## src/rtl/float2fix_pkg.sv

```systemverilog
// Shared constants for the double -> sign-magnitude fixed-point converter:
// IEEE-754 double field geometry, result type codes and FSM state encoding.
package float2fix_pkg;

  localparam int DBL_EXP_W = 11;
  localparam int DBL_MAN_W = 52;
  localparam int DBL_BIAS  = 1023;

  localparam logic [2:0] OT_NORMAL = 3'd0;
  localparam logic [2:0] OT_NAN    = 3'd1;
  localparam logic [2:0] OT_PINF   = 3'd2;
  localparam logic [2:0] OT_NINF   = 3'd3;
  localparam logic [2:0] OT_OVF    = 3'd4;
  localparam logic [2:0] OT_UNDER  = 3'd5;

  localparam logic [2:0] ST_IDLE   = 3'd0;
  localparam logic [2:0] ST_DECODE = 3'd1;
  localparam logic [2:0] ST_SHIFT  = 3'd2;
  localparam logic [2:0] ST_ROUND  = 3'd3;
  localparam logic [2:0] ST_HOLD   = 3'd4;

endpackage

```

## src/rtl/f2f_classify.sv

```systemverilog
// Combinational split of an IEEE-754 double into sign/exponent/significand
// plus NaN, infinity, zero and subnormal classification.
module f2f_classify
  import float2fix_pkg::*;
(
  input  logic [63:0]          data_i,
  output logic                 sign_o,
  output logic [DBL_EXP_W-1:0] exp_o,
  output logic [DBL_MAN_W:0]   sig_o,
  output logic                 is_nan_o,
  output logic                 is_inf_o,
  output logic                 is_zero_o,
  output logic                 is_sub_o
);

  logic exp_max, exp_min, man_nz;

  assign sign_o  = data_i[63];
  assign exp_o   = data_i[62:52];
  assign sig_o   = {1'b1, data_i[51:0]};

  assign exp_max = (data_i[62:52] == {DBL_EXP_W{1'b1}});
  assign exp_min = (data_i[62:52] == {DBL_EXP_W{1'b0}});
  assign man_nz  = |data_i[51:0];

  assign is_nan_o  = exp_max &  man_nz;
  assign is_inf_o  = exp_max & ~man_nz;
  assign is_zero_o = exp_min & ~man_nz;
  assign is_sub_o  = exp_min &  man_nz;

endmodule

```

## src/rtl/float2fix_conv.sv

```systemverilog
// IEEE-754 double -> sign-magnitude INT_W.FRAC_W converter, 4-cycle latency,
// valid/ready on both sides. Define F2F_ROUND_NEAREST_EN for round-half-to-even.
module float2fix_conv
  import float2fix_pkg::*;
#(
  parameter int INT_W  = 14,
  parameter int FRAC_W = 4
) (
  input  logic              clk,
  input  logic              rst,
  input  logic              in_valid,
  output logic              in_ready,
  input  logic [63:0]       in_data,
  output logic              out_valid,
  input  logic              out_ready,
  output logic              sign,
  output logic [INT_W-1:0]  integer_part,
  output logic [FRAC_W-1:0] fraction_part,
  output logic [2:0]        output_type
);

  localparam int N  = INT_W + FRAC_W;
  localparam int SW = 64 + 55;
  // Fixed-point LSB lands on bit GB+1 of the shifter; GB is the guard bit.
  localparam int GB = 54;

  function automatic logic [N-1:0] saturate(input logic en);
    return en ? {N{1'b1}} : {N{1'b0}};
  endfunction

  function automatic logic [N:0] rne(input logic [N-1:0] q, input logic g, input logic st);
    return {1'b0, q} + {{N{1'b0}}, g & (st | q[0])};
  endfunction

  logic [2:0]  state_q, state_d;
  logic [63:0] op_q;

  logic                 cls_sign, cls_nan, cls_inf, cls_zero, cls_sub;
  logic [DBL_EXP_W-1:0] cls_exp;
  logic [DBL_MAN_W:0]   cls_sig;

  logic signed [12:0] exp_s, sh_s;
  logic               dec_fix_d, dec_sat_d;
  logic [2:0]         dec_type_d;
  logic [6:0]         dec_sh_d;
  logic               dec_fix_q, dec_sat_q, dec_sign_q;
  logic [2:0]         dec_type_q;
  logic [6:0]         dec_sh_q;
  logic [DBL_MAN_W:0] dec_sig_q;

  logic [SW-1:0] shf_q;
  logic [N-1:0]  q_lo;
  logic [N:0]    rnd;
  logic          hi_nz;
  logic [N-1:0]  mag_d, mag_q;
  logic [2:0]    type_d, type_q;
  logic          out_valid_q, sign_q;

  f2f_classify u_classify (
    .data_i    (op_q),
    .sign_o    (cls_sign),
    .exp_o     (cls_exp),
    .sig_o     (cls_sig),
    .is_nan_o  (cls_nan),
    .is_inf_o  (cls_inf),
    .is_zero_o (cls_zero),
    .is_sub_o  (cls_sub)
  );

  always_comb begin
    state_d = state_q;
    unique case (state_q)
      ST_IDLE:   if (in_valid) state_d = ST_DECODE;
      ST_DECODE: state_d = ST_SHIFT;
      ST_SHIFT:  state_d = ST_ROUND;
      ST_ROUND:  state_d = ST_HOLD;
      ST_HOLD:   if (out_ready) state_d = ST_IDLE;
      default:   state_d = ST_IDLE;
    endcase
  end

  // DECODE: unbiased exponent and shift that puts the fixed-point LSB at GB+1
  always_comb begin
    exp_s      = $signed({2'b00, cls_exp}) - 13'(DBL_BIAS);
    sh_s       = exp_s + 13'(FRAC_W + 3);
    dec_fix_d  = 1'b1;
    dec_sat_d  = 1'b0;
    dec_type_d = OT_NORMAL;
    dec_sh_d   = '0;
    if (cls_nan) begin
      dec_type_d = OT_NAN;
    end else if (cls_inf) begin
      dec_type_d = cls_sign ? OT_NINF : OT_PINF;
      dec_sat_d  = 1'b1;
    end else if (cls_zero) begin
      dec_type_d = OT_NORMAL;
    end else if (cls_sub) begin
      dec_type_d = OT_UNDER;
    end else if (exp_s >= 13'(INT_W)) begin
      dec_type_d = OT_OVF;
      dec_sat_d  = 1'b1;
    end else if (sh_s <= 13'sd0) begin
      // Everything, guard bit included, falls below the LSB.
      dec_type_d = OT_UNDER;
    end else begin
      dec_fix_d = 1'b0;
      dec_sh_d  = 7'(sh_s);
    end
  end

  always_ff @(posedge clk) begin
    if (state_q == ST_IDLE && in_valid) op_q <= in_data;
    if (state_q == ST_DECODE) begin
      dec_fix_q  <= dec_fix_d;
      dec_sat_q  <= dec_sat_d;
      dec_type_q <= dec_type_d;
      dec_sh_q   <= dec_sh_d;
      dec_sign_q <= cls_sign;
      dec_sig_q  <= cls_sig;
    end
    // SHIFT: full-width alignment, nothing truncated before ROUND
    if (state_q == ST_SHIFT) shf_q <= SW'(dec_sig_q) << dec_sh_q;
  end

  // ROUND: take the N result bits, optionally round, then classify the result
  always_comb begin
    q_lo  = shf_q[GB+1 +: N];
    hi_nz = |(shf_q >> (GB + 1 + N));
`ifdef F2F_ROUND_NEAREST_EN
    rnd = rne(q_lo, shf_q[GB], |shf_q[GB-1:0]);
`else
    rnd = {1'b0, q_lo};
`endif
    mag_d  = saturate(dec_sat_q);
    type_d = dec_type_q;
    if (!dec_fix_q) begin
      if (rnd[N] || hi_nz) begin
        mag_d  = saturate(1'b1);
        type_d = OT_OVF;
      end else if (rnd[N-1:0] == '0) begin
        mag_d  = '0;
        type_d = OT_UNDER;
      end else begin
        mag_d  = rnd[N-1:0];
        type_d = OT_NORMAL;
      end
    end
  end

`ifndef F2F_ROUND_NEAREST_EN
  logic unused_discard;
  assign unused_discard = ^shf_q[GB:0];
`endif

  // HOLD: result registers load only on ROUND -> HOLD
  always_ff @(posedge clk or negedge rst) begin
    if (!rst) begin
      state_q     <= ST_IDLE;
      out_valid_q <= 1'b0;
      sign_q      <= 1'b0;
      mag_q       <= '0;
      type_q      <= OT_NORMAL;
    end else begin
      state_q <= state_d;
      if (state_q == ST_ROUND) begin
        out_valid_q <= 1'b1;
        sign_q      <= dec_sign_q;
        mag_q       <= mag_d;
        type_q      <= type_d;
      end else if (state_q == ST_HOLD && out_ready) begin
        out_valid_q <= 1'b0;
      end
    end
  end

  assign in_ready      = (state_q == ST_IDLE);
  assign out_valid     = out_valid_q;
  assign sign          = sign_q;
  assign integer_part  = mag_q[N-1:FRAC_W];
  assign fraction_part = mag_q[FRAC_W-1:0];
  assign output_type   = type_q;

endmodule

```

## config.mk

```make
export PLATFORM = sky130hd
export DESIGN_NAME = float2fix_conv
export DESIGN_NICKNAME = d
export VERILOG_FILES = /design/src/rtl/float2fix_pkg.sv /design/src/rtl/f2f_classify.sv /design/src/rtl/float2fix_conv.sv
export SDC_FILE = /design/constraint.sdc
export NUM_CORES = 1
export LEC_CHECK = 0
export ABC_AREA = 1
export ABC_CLOCK_PERIOD_IN_PS = 5150
export CAP_MARGIN = 15
export CORE_MARGIN = 3
export CORE_UTILIZATION = 58
export DETAILED_ROUTE_END_ITERATION = 6
export DONT_BUFFER_PORTS = 1
export PLACE_DENSITY_LB_ADDON = 0.15
export SYNTH_ARGS = -nofsm -noshare
export SYNTH_HDL_FRONTEND = slang
export SYNTH_SLANG_ARGS = --single-unit
export TNS_END_PERCENT = 1
```

## constraint.sdc

```tcl
create_clock -name clk -period 5.15 [get_ports clk]
set_input_delay 1.545 -clock clk [delete_from_list [all_inputs] [get_ports clk]]
set_output_delay 1.545 -clock clk [all_outputs]
set_load 0.03 [all_outputs]
```

; ---- Word level (Yosys, flattened, before mapping)
; Index checks and enable logic that the tools add are counted.
[op_classes]
n_eq_ne = 7
n_reduce_logical = 11
add_sub_neg = 2
bitwise = 5
n_mux = 23
shifts = 1
magnitude_cmp = 2
[op_table]
columns = operator, count
row1 = 53-bit by 7-bit << shifter with 119-bit output, 1
row2 = 18-bit 2-to-1 mux, 4
row3 = 52-bit OR reduction, 1
row4 = 46-bit OR reduction, 1
row5 = 3-bit 2-to-1 mux, 10
row6 = 18-bit logical NOT, 1
row7 = 3-bit one-hot mux with 5 select lines, 1
row8 = "12-bit by 4-bit adder with 13-bit output, second input constant", 1
row9 = "13-bit by 1-bit less-or-equal comparator with 1-bit output, second input constant", 1
row10 = "12-bit by 5-bit greater-or-equal comparator with 1-bit output, second input constant", 1
row11 = "11-bit by 10-bit subtractor with 12-bit output, second input constant", 1
row12 = "11-bit == test, second input constant", 1
row13 = 11-bit logical NOT, 1
row14 = 1-bit 2-to-1 mux, 8
row15 = "3-bit by 2-bit == test with 1-bit output, second input constant", 2
row16 = 6-bit OR reduction, 1
row17 = 5-bit OR reduction, 1
row18 = 1-bit AND, 4
row19 = "2-bit != test, second input constant", 2
row20 = "3-bit by 1-bit == test with 1-bit output, second input constant", 1
row21 = "3-bit == test, second input constant", 1
row22 = 3-bit logical NOT, 1
row23 = 1-bit logical AND, 2
row24 = 2-bit AND reduction, 1
row25 = other kinds (2), 2
[word_totals]
reg_bits = 274
out_inout_bits = 24
wordCells = 64

; ---- Depth between registers and ports, before layout
; Gate-level depths: netlist (run 1).
[depth]
word_depth = 8
ltp_mapped = 16
mapped_depth_nobuf = 16

; ---- Hierarchy
; A second synthesis (run 1) with hierarchy kept.
[unflattened]
hier_cells = 1554
hier_area_um2 = 12746.0
[by_module_without_submodules]
columns = mod, cells_per_inst, area_per_inst_um2, n_inst, seq_area_each_um2
row1 = float2fix_conv, 1422, 11966.5, 1, 6476.2
row2 = f2f_classify, 132, 779.5, 1, 0.0

; ---- Least setup slack after synthesis (run 1)
; OpenSTA, ideal clock, no wires.
[synth_path]
path_type = flip-flop to flip-flop
startpoint = reg state_q[2]
endpoint = reg state_q[1]
path_slack_ns = -0.334
required_ns = 5.059
t_arrival_ns = 5.393
stages_incl_launch_ff = 3
cell_sequence = dfrtp_1 nor3_1 or2_2
[synth_between]
elab_chain_len = 3
elab_cells_between_ends = 9
classes_between = 6 x eq/ne / 1 x mux / 2 x reduce/logical
[synth_rtl]
columns = element, line_no
row1 = from (decl), float2fix_conv.sv:35  ; logic [2:0] state_q, state_d;
row2 = from (signal assigned), float2fix_conv.sv:164  ; state_q <= state_d;
row3 = 3-bit == test / 3-bit logical NOT (equally long branches), float2fix_conv.sv:72  ; unique case (state_q)
row4 = 2-bit != test (no line), -
row5 = 2-bit AND reduction (no line), -
; Several ways; a longest one is shown, not always the timed one.
; A chain may end at the register's enable or synchronous reset.

; ---- Worst setup path after layout (run 1)
[layout_path]
startpoint = reg state_q[2]
endpoint = out in_ready
[layout_between]
elab_chain_len = 1
[layout_rtl]
columns = element, line_no
row1 = 3-bit logical NOT, float2fix_conv.sv:176  ; assign in_ready = (state_q == ST_IDLE);
row2 = to (decl), float2fix_conv.sv:12  ; output logic in_ready,
; No other way between the ends.

==> results of run 1 <==
==> layer usage <==
layer,track usage,wire length [um],up-vias
met1,0.3813,13020,4415
met3,0.03725,1864,37
met2,0.3934,12770,318
li1,-,-,4759
met4,0.05261,523,0
met5,0,0,-
==> layout make-up <==
type / instances / area share
sequential: 219 / 0.5018
multi-input combinational: 1047 / 0.3925
clock buffer: 32 / 0.04821
tap: 265 / 0.02581
inverter: 54 / 0.01578
timing repair buffer: 14 / 0.008182
clock inverter: 9 / 0.007695
==> power by group through the flow <==
stage / combinational (W) / sequential [W] / clock [W]
finish: 0.00377 / 0.00333 / 0.00158
global route: 0.00421 / 0.00341 / 0.00168
CTS: 0.00370 / 0.00334 / 0.00160
detailed placement: 0.00368 / 0.00337 / 0
global placement: 0.00364 / 0.00335 / 0
floorplan: 0.00275 / 0.00328 / 0
==> synth_stat cells, types with 2 or more instances <==
cell	instances	area share
nand2_1	471	0.15
edfxtp_1	193	0.48
o21ai_0	170	0.071
nand3_1	103	0.043
nor2_1	96	0.030
clkbuf_1	54	0.017
inv_1	47	0.015
nor4_1	32	0.017
mux2i_1	31	0.026
a21oi_1	28	0.012
dfrtp_1	26	0.054
o22ai_1	16	0.0084
nand4_1	15	0.0078
nand2_2	14	0.0073
buf_1	13	0.0041
a31oi_1	12	0.0063
buf_2	11	0.0046
o211ai_1	10	0.0063
nor3_1	6	0.0025
o221ai_1	6	0.0044
or2_2	6	0.0031
inv_2	5	0.0016
nor2_4	5	0.0047
ha_1	4	0.0042
o21ai_1	3	0.0013
a21oi_2	2	0.0015
buf_4	2	0.0013
clkinv_1	2	0.00063
nand2_4	2	0.0019
nand3_2	2	0.0017
nand3_4	2	0.0029
nor2_2	2	0.0010
o21a_1	2	0.0013
==> per-stage QoR <==
| step | total power [W] | instances | hold slack, ps | area [um^2] |
|---|---|---|---|---|
| 2_1_floorplan | 0.006030 | 1401 | 425.6 | 11990 |
| 3_3_place_gp | 0.006994 | 1599 | 431.4 | 12130 |
| 3_5_place_dp | 0.007050 | 1599 | 437.7 | 12130 |
| 4_1_cts | 0.008644 | 1640 | 450.5 | 12850 |
| 5_1_grt | 0.009299 | 1640 | 462.1 | 12850 |
| 6_report | 0.008687 | 1640 | 435.5 | 12850 |
==> worst max path at each step <==
| stage | to | startpoint | cells past startpoint |
|---|---|---|---|
| after floorplan | op_q[0]$_DFFE_PP_ | in_valid | 2 |
| after global placement | op_q[48]$_DFFE_PP_ | in_valid | 3 |
| after detailed placement | op_q[48]$_DFFE_PP_ | in_valid | 3 |
| after CTS | in_ready | state_q[2]$_DFFE_PN0P_ | 3 |
| after global routing | shf_q[117]$_SDFFCE_PN0N_ | dec_sh_q[0]$_SDFFCE_PP0P_ | 12 |
| final | in_ready | state_q[2]$_DFFE_PN0P_ | 3 |
==> flip-flops by register name, indices dropped and copies added (netlist names), 3 cells and up <==
name         count
state_q          3
dec_type_q       3
shf_q           64
op_q            64
dec_sig_q       52
output_type      3
dec_sh_q         7
mag_q           18
==> tightest hold or removal path: stages, from the launching register on <==
cell,delay [ps]
edfxtp_1,310
nand2_1,50
nand2_1,50
==> cell families after synthesis <==
family | share of synthesized area
compound gates | 0.1135
xor+xnor | 0.0007311
fa+ha+maj | 0.004177
buf+inv | 0.04469
flops | 0.5380
mux | 0.02590
other cells | 0.0003130
simple gates | 0.2727
==> flow_summary_export.csv, run 1 <==
group,metric,value,unit
run_status,status,"finished, final reports clean",
routing,viasPerCell,5.810,
hold_path,hold_end,"sign$_DFFE_PN0P_",
logic_synthesis,synth-edff-count,193,
layout,area_delta_synth_final,7.205,%
cts,clockBufferDepth,3,
timing,setup_slack,1910,ps
global_routing,grt_start_max_net_pins,68,
routing,wl,28180,um
floorplan,dieHeight,149.7,um
floorplan,ioPinCount,92,
hold_path,hold_depth,2,
logic_synthesis,yosysWarningCount,0,
routing,vias,9529,
flow_run,drv_cap,0,
power,clock_power_share,0.182,
cts,postCtsSetupBuffers,0,
logic_synthesis,syn-cell-area,11980,um^2
cts,cts_tree,"yes",
logic_synthesis,synth_ff_type,"edfxtp_1",
timing,clock_skew,12.44,ps
timing,period_minus_slack,3240,ps
worst_setup_path,r2r_setup_slack,1940,ps
logic_synthesis,synthArstFlopShare,0.1187,
layout,multi_input_area,5042,um^2
power,swShare,0.4466,
worst_setup_path,critPathRequiredTime,3610,ps
cts,cts-resized-gates,0,
cts,cts.htree.levels,1,
power,p_comb_frac,0.434,
worst_setup_path,reg2reg_depth,8,
worst_setup_path,slowest_stage,"nor2_1",
timing,timing.final.hold_violations,0,
floorplan,die-area,22420,um^2
routing,drc,0,
routing,wl_per_cell,17.18,um
logic_synthesis,synth_cells,1401,
power,sequentialPowerShare,0.384,
timing,slew_viol_final,0,
place,port_buffers,0,
routing,ant_nets,0,
worst_setup_path,cp.arrival,1700,ps
place,dp_hpwl,20050,um
floorplan,start_util,0.6038,
global_routing,gr-total-overflow,0,
power,p_leak,4.954,nW
worst_setup_path,crit_family,"simple AND/OR/NAND/NOR gates",
layout,final_util,0.6473,
power,ir_worst_vdd,553.0,uV
layout,register_area,6446,um^2
layout,n_antenna_cell,0,
worst_setup_path,crit_buf_inv,1,
logic_synthesis,synth_area_per_cell,8.553,um^2
global_routing,grt_pass1_wl,45020,um
floorplan,core,19850,um^2
cts,cts_root_buffer,"clkbuf_16",
timing,tightest_slew,1049,ps
layout,mostFrequentLayoutCells,"nand2_1 (471), edfxtp_1 (193), o21ai_0 (170), nand3_1 (103), nor2_1 (92)",
cts,clock_latency,520,ps
logic_synthesis,synth-seq-cells,219,
logic_synthesis,synthDistinctLibCells,41,
layout,final_common_cell,"nand2_1",
layout,fillers,1677,
timing,fin_setup_tns,0,ps
layout,final_nets,1431,
worst_setup_path,start_kind,"flip-flop",
power,p_switching,0.003879,W
cts,cts_hold_buf,0,
hold_path,hold_start,"dec_sign_q$_DFFE_PP_",
floorplan,rows,51,
timing,slew_headroom,0.2993,
hold_path,hold_path_class,"flip-flop to flip-flop",
layout,layout-drive-gt1-share,0.06691,
logic_synthesis,syn_nets,1473,
worst_setup_path,worstSetupPathType,"flip-flop to output pin",
power,internal_power,0.004808,W
floorplan,die_w,149.7,um
worst_setup_path,worst_path_largest_cell_delay,490,ps
global_routing,grt_use_total,0.2523,
timing,fmax,0.3086,GHz
timing,period_share,0.6292,
cts,numCtsBuffers,23,
worst_setup_path,endpoint_kind,"output pin",
cts,clk_pin_slew,60,ps
timing,grt_setup_unrepaired,"false",
routing,drt_iter0_markers,857,
routing,firstDrtPassIters,5,
worst_setup_path,path_cells,"nor2_1, inv_1, nor2_1",
global_routing,grt_pass1_vias,8465,
global_routing,antenna_found_initial,0,
worst_setup_path,r2r-end,"shf_q[70]$_DFFE_PN_",
place,place_ws,1992,ps
cts,clock-sinks,219,
worst_setup_path,worstReg2RegStart,"dec_sh_q[0]$_SDFFCE_PP0P_",
worst_setup_path,worstPathMaxFanout,5,
place,place_congestion,0.9443,
timing,setup_viol,0,
logic_synthesis,synth_sequential_area_ratio,0.5380,
worst_setup_path,cpMostUsedCell,"nor2_1",
power,power_density,676.2,nW/um^2
(Power assumes the default switching activity.)
==> run 2, diff against run 1 <==
--- a/config.mk
+++ b/config.mk
@@ -6,10 +6,10 @@
 export NUM_CORES = 1
 export LEC_CHECK = 0
 export ABC_AREA = 1
-export ABC_CLOCK_PERIOD_IN_PS = 5150
+export ABC_CLOCK_PERIOD_IN_PS = 3100
 export CAP_MARGIN = 15
 export CORE_MARGIN = 3
-export CORE_UTILIZATION = 58
+export CORE_UTILIZATION = 64
 export DETAILED_ROUTE_END_ITERATION = 6
 export DONT_BUFFER_PORTS = 1
 export PLACE_DENSITY_LB_ADDON = 0.15
==> constraint.sdc (replaced) <==
create_clock -name clk -period 3.1 [get_ports clk]
set_input_delay 0.93 -clock clk [delete_from_list [all_inputs] [get_ports clk]]
set_output_delay 0.93 -clock clk [all_outputs]
set_load 0.03 [all_outputs]
==> run 2 against run 1 <==
Net effect: flip-flop and latch count unchanged; worst hold slack got worse by 330 ps; via count rose by 1.8%; final cell count decreased by 1.7%.
==> flow_summary_export.csv, run 2 (synthesis gave the netlist of run 1 again) <==
group,metric,value,unit
run_status,status,"finished, final reports clean",
worst_setup_path,cp.arrival,1670,ps
power,power_density,1131,nW/um^2
routing,firstDrtPassIters,6,
cts,numCtsBuffers,23,
cts,clock_latency,510,ps
power,ir_worst_vdd,963.8,uV
layout,layout-drive-gt1-share,0.07664,
worst_setup_path,start_kind,"flip-flop",
floorplan,die_w,142.8,um
place,place_ws,554.0,ps
timing,fmax,0.3846,GHz
cts,cts_tree,"yes",
layout,final_util,0.7143,
place,dp_hpwl,20460,um
power,swShare,0.4418,
layout,area_delta_synth_final,8.176,%
floorplan,die-area,20400,um^2
cts,postCtsSetupBuffers,0,
worst_setup_path,reg2reg_depth,10,
floorplan,rows,49,
timing,fin_setup_tns,0,ps
global_routing,grt_use_total,0.2730,
layout,fillers,1410,
layout,largest_registers,"op_q x64, shf_q x64, dec_sig_q x52",
floorplan,ioPinCount,92,
timing,period_share,0.8387,
layout,n_antenna_cell,0,
timing,clock_skew,21.70,ps
cts,clk_pin_slew,60,ps
place,place_area,12210,um^2
global_routing,antenna_found_initial,0,
place,place_congestion,0.9894,
timing,timing.final.hold_violations,0,
power,clock_power_share,0.186,
worst_setup_path,r2r-end,"shf_q[105]$_DFFE_PN_",
layout,final_common_cell,"nand2_1",
cts,cts_root_buffer,"clkbuf_16",
power,p_comb_frac,0.436,
routing,drc,0,
timing,slew_headroom,0.4708,
timing,grt_setup_unrepaired,"false",
cts,clockBufferDepth,3,
timing,setup_viol,0,
worst_setup_path,worstReg2RegStart,"dec_sh_q[0]$_SDFFCE_PP0P_",
worst_setup_path,critPathRequiredTime,2170,ps
timing,setup_slack,500.1,ps
cts,cts-resized-gates,0,
layout,mostFrequentLayoutCells,"nand2_1 (471), edfxtp_1 (193), o21ai_0 (170), nand3_1 (103), nor2_1 (92)",
power,p_switching,0.006480,W
cts,cts.htree.levels,1,
global_routing,grt_pass1_wl,44290,um
timing,tightest_slew,793.8,ps
routing,drt_iter0_markers,1077,
timing,slew_viol_final,0,
global_routing,gr-total-overflow,0,
worst_setup_path,endpoint_kind,"output pin",
timing,period_minus_slack,2600,ps
hold_path,hold_path_class,"input port to asynchronous set/reset pin",
layout,finalInstanceArea,12960,um^2
cts,cts_hold_buf,0,
global_routing,grt_start_max_net_pins,67,
routing,wl_per_cell,17.52,um
routing,vias,9704,
worst_setup_path,worstSetupPathType,"flip-flop to output pin",
floorplan,core,18150,um^2
timing,hold_slack,109.4,ps
layout,final_nets,1440,
flow_run,drv_cap,0,
power,sequentialPowerShare,0.378,
routing,ant_nets,0,
floorplan,dieHeight,142.8,um
routing,viasPerCell,6.020,
cts,clock-sinks,219,
place,port_buffers,0,
worst_setup_path,worstPathMaxFanout,5,
power,p_leak,5.042,nW
power,internal_power,0.008185,W
worst_setup_path,r2r_setup_slack,520,ps
floorplan,start_util,0.6603,
global_routing,grt_pass1_vias,8770,
routing,wl,28240,um
## run 2: final cells by class
cell class	count	area, um^2	share of cell area
Timing Repair Buffer	23	235.2	0.01815
Clock inverter	13	143.9	0.01110
Sequential cell	219	6446	0.4973
Inverter	54	202.7	0.01564
Multi-Input combinational cell	1047	5037	0.3886
Tap cell	229	286.5	0.02210
Clock buffer	27	610.6	0.04710
## run 2: stage by stage
step           power [W]  std cells
2_1_floorplan   0.009998       1401
3_3_place_gp     0.01170       1572
3_5_place_dp     0.01182       1572
4_1_cts          0.01457       1612
5_1_grt          0.01565       1612
6_report         0.01466       1612
## run 2: power by group through the flow
stage          Clock [W]  Combinational (W)  Sequential, W
3_3_place_gp           0            0.00613        0.00557
5_1_grt          0.00288            0.00713        0.00565
6_report         0.00273            0.00639        0.00555
2_1_floorplan          0            0.00458        0.00542
3_5_place_dp           0            0.00622        0.00560
4_1_cts          0.00277            0.00625        0.00555
## run 2: critical path, cell delays in order (launching register included)
cell	delay [ps]
dfrtp_1	460
nor2_1	130
inv_1	90
nor2_1	490
## run 2: worst max path at each step
stage	slack, ps	to	startpoint	depth (start not counted)
floorplan	-380	dec_fix_q$_SDFFCE_PP1P_	state_q[2]$_DFFE_PN0P_	1
global placement	580	shf_q[63]$_SDFFCE_PP0N_	dec_sh_q[0]$_SDFFCE_PP0P_	10
detailed placement	550	shf_q[63]$_SDFFCE_PP0N_	dec_sh_q[0]$_SDFFCE_PP0P_	10
CTS	480	in_ready	state_q[2]$_DFFE_PN0P_	3
global route	320	shf_q[86]$_DFFE_PN_	dec_sh_q[0]$_SDFFCE_PP0P_	10
finish	500	in_ready	state_q[2]$_DFFE_PN0P_	3
## run 2: per-layer routing
layer / vias to the layer above / track usage / share of wire
met3: 62 / 0.04655 / 0.080
li1: 4776 / - / -
met4: 0 / 0.1016 / 0.038
met1: 4452 / 0.3879 / 0.43
met5: - / 0 / 0
met2: 414 / 0.4268 / 0.45
